<file path="src/rtl/stopwatch_pkg.sv">
// Shared definitions for the stopwatch core.
// Provides the FSM state encoding and the default count constants
// (ticks per second, seconds per minute, minutes per hour, hours before wrap).
package stopwatch_pkg;

  typedef enum logic [1:0] {
    ST_IDLE  = 2'd0,
    ST_RUN   = 2'd1,
    ST_PAUSE = 2'd2
  } sw_state_t;

  localparam int DEF_MSEC_COUNT = 1000;
  localparam int DEF_SEC_COUNT  = 60;
  localparam int DEF_MIN_COUNT  = 60;
  localparam int DEF_HOUR_COUNT = 24;

endpackage

</file>
<file path="src/rtl/stopwatch_core_mod_counter.sv">
// mod_counter: one digit of the stopwatch, counting 0 .. MOD-1.
// Ports:
//   clk    - rising-edge clock
//   reset  - synchronous active-high reset, zeroes the count
//   clear  - synchronous clear, zeroes the count
//   inc    - advance by one on this edge
//   count  - registered digit value, $clog2(MOD) bits (MOD must be >= 2)
//   carry  - combinational, high when inc=1 and the digit is at MOD-1;
//            feeds the inc of the next more significant digit
module mod_counter #(
  parameter int MOD = 10
) (
  input  logic                   clk,
  input  logic                   reset,
  input  logic                   clear,
  input  logic                   inc,
  output logic [$clog2(MOD)-1:0] count,
  output logic                   carry
);

  localparam int W = $clog2(MOD);
  localparam logic [W-1:0] LAST = W'(MOD - 1);

  assign carry = inc && (count == LAST);

  always_ff @(posedge clk) begin
    if (reset || clear) begin
      count <= '0;
    end else if (inc) begin
      // Wrap explicitly so a non-power-of-two MOD never shows MOD..2^W-1.
      count <= carry ? '0 : count + W'(1);
    end
  end

endmodule

</file>
<file path="src/rtl/stopwatch_core.sv">
// stopwatch_core: run/pause/clear stopwatch counting hh:mm:ss.mmm.
// Ports:
//   clk, reset  - single clock domain, synchronous active-high reset
//   i_tick      - 1-cycle 1 kHz pulse; counted only while the registered state is RUN
//   i_run_stop  - 1-cycle pulse toggling run/pause (IDLE->RUN, RUN->PAUSE, PAUSE->RUN)
//   i_clear     - 1-cycle pulse; zeroes the time from PAUSE, ignored in RUN
//   o_msec/o_sec/o_min/o_hour - registered digit counts
//   o_running   - registered, high while in RUN
//   o_wrap      - 1-cycle pulse when the full-scale time rolls over to zero
module stopwatch_core
  import stopwatch_pkg::*;
#(
  parameter int MSEC_COUNT = DEF_MSEC_COUNT,
  parameter int SEC_COUNT  = DEF_SEC_COUNT,
  parameter int MIN_COUNT  = DEF_MIN_COUNT,
  parameter int HOUR_COUNT = DEF_HOUR_COUNT
) (
  input  logic                          clk,
  input  logic                          reset,
  input  logic                          i_tick,
  input  logic                          i_run_stop,
  input  logic                          i_clear,
  output logic [$clog2(MSEC_COUNT)-1:0] o_msec,
  output logic [$clog2(SEC_COUNT)-1:0]  o_sec,
  output logic [$clog2(MIN_COUNT)-1:0]  o_min,
  output logic [$clog2(HOUR_COUNT)-1:0] o_hour,
  output logic                          o_running,
  output logic                          o_wrap
);

  sw_state_t state_q, state_d;
  logic      running_d;
  logic      count_en;
  logic      clear_cnt;
  logic      carry_msec, carry_sec, carry_min, carry_hour;

  // Counting is gated by the registered state, so a tick alongside
  // RUN->PAUSE is counted while one alongside IDLE/PAUSE->RUN is not.
  assign count_en  = (state_q == ST_RUN) && i_tick;
  assign clear_cnt = (state_q == ST_PAUSE) && i_clear;

  // State register plus registered outputs
  always_ff @(posedge clk) begin
    if (reset) begin
      state_q   <= ST_IDLE;
      o_running <= 1'b0;
      o_wrap    <= 1'b0;
    end else begin
      state_q   <= state_d;
      o_running <= running_d;
      o_wrap    <= carry_hour;
    end
  end

  // Next-state logic
  always_comb begin
    state_d = state_q;
    unique case (state_q)
      ST_IDLE: begin
        // A coincident clear holds IDLE rather than starting.
        if (i_run_stop && !i_clear) state_d = ST_RUN;
      end
      ST_RUN: begin
        if (i_run_stop) state_d = ST_PAUSE;
      end
      ST_PAUSE: begin
        if (i_clear)         state_d = ST_IDLE;
        else if (i_run_stop) state_d = ST_RUN;
      end
      default: state_d = ST_IDLE;
    endcase
  end

  // Output logic (registered above so o_running tracks state_q exactly)
  always_comb begin
    running_d = (state_d == ST_RUN);
  end

  mod_counter #(.MOD(MSEC_COUNT)) u_msec (
    .clk   (clk),
    .reset (reset),
    .clear (clear_cnt),
    .inc   (count_en),
    .count (o_msec),
    .carry (carry_msec)
  );

  mod_counter #(.MOD(SEC_COUNT)) u_sec (
    .clk   (clk),
    .reset (reset),
    .clear (clear_cnt),
    .inc   (carry_msec),
    .count (o_sec),
    .carry (carry_sec)
  );

  mod_counter #(.MOD(MIN_COUNT)) u_min (
    .clk   (clk),
    .reset (reset),
    .clear (clear_cnt),
    .inc   (carry_sec),
    .count (o_min),
    .carry (carry_min)
  );

  // The hour carry only fires at full scale, which is exactly the wrap event.
  mod_counter #(.MOD(HOUR_COUNT)) u_hour (
    .clk   (clk),
    .reset (reset),
    .clear (clear_cnt),
    .inc   (carry_min),
    .count (o_hour),
    .carry (carry_hour)
  );

endmodule

</file>
<file path="config.mk">
export PLATFORM = sky130hd
export DESIGN_NAME = stopwatch_core
export DESIGN_NICKNAME = d
export VERILOG_FILES = /design/src/rtl/stopwatch_pkg.sv /design/src/rtl/stopwatch_core_mod_counter.sv /design/src/rtl/stopwatch_core.sv
export SDC_FILE = /design/constraint.sdc
export NUM_CORES = 1
export LEC_CHECK = 0
export ABC_AREA = 1
export BUFFER_PORTS_ARGS = -buffer_cell sky130_fd_sc_hd__buf_2
export CAP_MARGIN = 30
export CORE_ASPECT_RATIO = 1.1
export CORE_MARGIN = 4
export CORE_UTILIZATION = 47
export DETAILED_ROUTE_END_ITERATION = 10
export PLACE_DENSITY_LB_ADDON = 0.2
export SLEW_MARGIN = 20
export SYNTH_ARGS = -nofsm -noshare
export SYNTH_HDL_FRONTEND = slang
export SYNTH_SLANG_ARGS = --single-unit
</file>
<file path="constraint.sdc">
create_clock -name clk -period 3.6 [get_ports clk]
set_input_delay 0.72 -clock clk [delete_from_list [all_inputs] [get_ports clk]]
set_output_delay 0.72 -clock clk [all_outputs]
set_load 0.03 [all_outputs]
</file>
==> key figures <==
Finish
  • Fraction of layout instances using a drive strength above 1: 0.215
  • Finished Cell Area: ~2000 sq um
  • N_diodes: 0
  • # nets final: a little under 300
  • Post-Layout Cell Count: 332
  • Most frequent cells in the layout: nand2_1, inv_1, nor2_1
  • Commonest non-fill, non-tap cell in the layout: nand2_1
  • Synth-to-layout area growth: 16.2%

STA
  • Final setup violation count: 0
  • Final worst-path setup slack: 1800 ps
  • Post-route minimum period: 1800 ps
  • Hold_ws: roughly 510 ps
  • Fin crit share: 0.501
  • Slew @ Worst Pin: roughly 360 ps
  • Fin. Hold Viols: 0
  • RSZ-0062 raised after global routing: false
  • Slew headroom: 0.762
  • Skew final: around 10 ps
  • Final Max Tran Viols: 0
  • Setup TNS: 0 ps
  • Max Clk Rate: 554 MHz

Logic synthesis
  • Most area-consuming cells after synthesis: dfxtp_1, nand2_1, inv_1, nor2_1, nand3_1
  • Top_reg_cell synth: dfxtp_1
  • Top-area cell type share of the netlist area: 0.367
  • Mapped cell area: 1690 sq um
  • Synth Instances: ~250
  • Number of synthesized flops with an enable pin: 0
  • Netlist cell types: 27
  • Syn_area_per_cell: approximately 7 sq um
  • Ys Warns: 0
  • Async S/R FF share, synth: 0
  • Syn nets: between 200 and 300
  • Largest area contributor in the synthesized netlist: dfxtp_1
  • Sequential share of the synthesized area: 0.367
  • Number of synthesized register bits: 31

Routing
  • Routed wire length: around 3.5 mm
  • Via Count: roughly 1600
  • Number of remaining DRC errors: 0
  • Final ANT Viol Nets: 0
  • DRT iter0 DRCs: 96
  • Via density: approximately 4.8
  • Detailed-router iteration count before antenna repair: 4
  • Post-DR wirelength/cell: 10.4 microns

Floorplanning
  • Die W: about 65 microns
  • Die Ht: 70.9 microns
  • Core Region: between 3000 and 4000 sq um
  • Initial Utilization: 0.499
  • Die ar.: between 4000 and 5000 sq um
  • I/O pin total: 34
  • Row cnt: 22

Outcome
  • Status: complete, no violations

Placement
  • DPL Wire Length: about 2.6 mm
  • Dpl cell area: between 1500 and 2000 sq um
  • DP Cell Count: between 300 and 400
  • Post-Place Worst Slack: approximately 1800 ps
  • Routability cong.: just over 0.8
  • Port Buf Inserts: 33

Clock network
  • Clk sinks: 31
  • H-tree Lvls: 2
  • Clk root buf: clkbuf_4
  • CTS tree: built
  • Setup Fix Bufs, Post-CTS: 0
  • Post_cts resized: 0
  • Clock buffer depth: 2
  • Reg clk slew, reported paths: roughly 90 ps
  • Num CTS Buffers: 5
  • Clk_lat worst skew: 330 ps
  • Cts hold-fix bufs: 0

GRT
  • Total grt overflow: 0
  • Gr usage total: 0.162
  • Initial antenna violation count: 0
  • Vias in the first global route: 1412
  • First-pass GRT wire length: just under 6 mm
  • Largest net degree at the start of global routing: 11

Job
  • Max-cap violations: 0

Critical path
  • Crit-path cells: buf_2
  • Critical Path Sink Type: output port
  • Critical path fanouts, max: 9
  • Crit path DAT: between 1000 and 1500 ps
  • CP top delay family: flip-flops
  • Type of origin of the critical path: flip-flop
  • Slowest-stage cell, CP: dfxtp_1
  • CP Class: flip-flop to output port
  • Worst path required time: 2880 ps
  • Crit-path max cell delay: approximately 500 ps
  • Buffer and inverter count on the worst path: 1

Pwr
  • Leak: just under 1 nW
  • Pwr dens: slightly below 300 nW/um^2
  • Peak VDD IR: ~0.17 mV

Min path
  • Hold Path Class: flip-flop to flip-flop
-- area by class of cell --
| cell class | instances | area (sq um) |
|---|---|---|
| sequential | 31 | 621 |
| inverter | 40 | 150 |
| multi-input combinational | 173 | 911 |
| fill | 356 | 1420 |
| clock inverter | 1 | 5.00 |
| tap | 48 | 60.1 |
| clock buffer | 6 | 51.3 |
| timing repair buffer | 33 | 165 |
-- metrics by stage --
stage	power (mW)	utilization
2_1_floorplan	0.375	-
3_3_place_gp	0.385	0.563
3_5_place_dp	0.385	0.563
4_1_cts	0.594	0.580
5_1_grt	0.610	0.580
6_report	0.585	0.580
-- cell usage after synthesis, types with 2 or more instances --
master     n
a21oi_1   12
a221oi_1   2
dfxtp_1   31
ha_1       4
inv_1     37
inv_2      3
nand2_1   54
nand2_2    5
nand3_1   19
nand3_4    2
nand4_1    6
nor2_1    37
nor2_2     4
nor2_4     2
nor2_8     2
nor3_1     5
o21ai_0    8
xor2_1     3
-- kinds of logic (layout without fill, tap and decap cells) --
| group | Yosys count | in the layout | synth area share |
|---|---|---|---|
| AO/OA/AOI/OAI | 26 | 26 | 0.0859 |
| AND/OR/NAND/NOR | 140 | 140 | 0.408 |
| buffers and inverters | 41 | 80 | 0.0933 |
| adder cells (fa/ha/maj) | 4 | 4 | 0.0296 |
| flip-flops | 31 | 31 | 0.367 |
| XOR/XNOR | 3 | 3 | 0.0156 |
-- routing by layer --
metal,vias up,share of wire,GRT usage
met3,5,0.047,0.0524
met1,704,0.48,0.197
met5,-,0,0
met2,26,0.46,0.262
li1,858,-,-
met4,0,0.018,0.0645
-- state kept, by name, summed over array words and instances (netlist names) --
name and count:
u_msec.count 10, u_hour.count 5, o_wrap 1, o_running 1, u_sec.count 6, u_min.count 6
state_q 2
-- power breakdown --
part,leakage [nW],switching [mW],internal (mW)
logic,0.691,0.0197,0.00843
clock network,0.0341,0.118,0.0904
registers,0.250,0.00275,0.345
total,0.975,0.141,0.444
-- final timing paths --
| path | start | end | slack (ps) | cells past startpoint |
|---|---|---|---|---|
| worst min-delay path | u_msec.count[5] | u_msec.count[5] | 510 | 1 |
| worst min register to register | u_msec.count[5] | u_msec.count[5] | 510 | 1 |
| worst max-delay path | u_msec.count[2] | o_msec[2] | 1800 | 1 |
| worst max register to register | u_min.count[0] | u_hour.count[3] | 1880 | 8 |
Note: power is estimated with default switching activity, not from simulation.
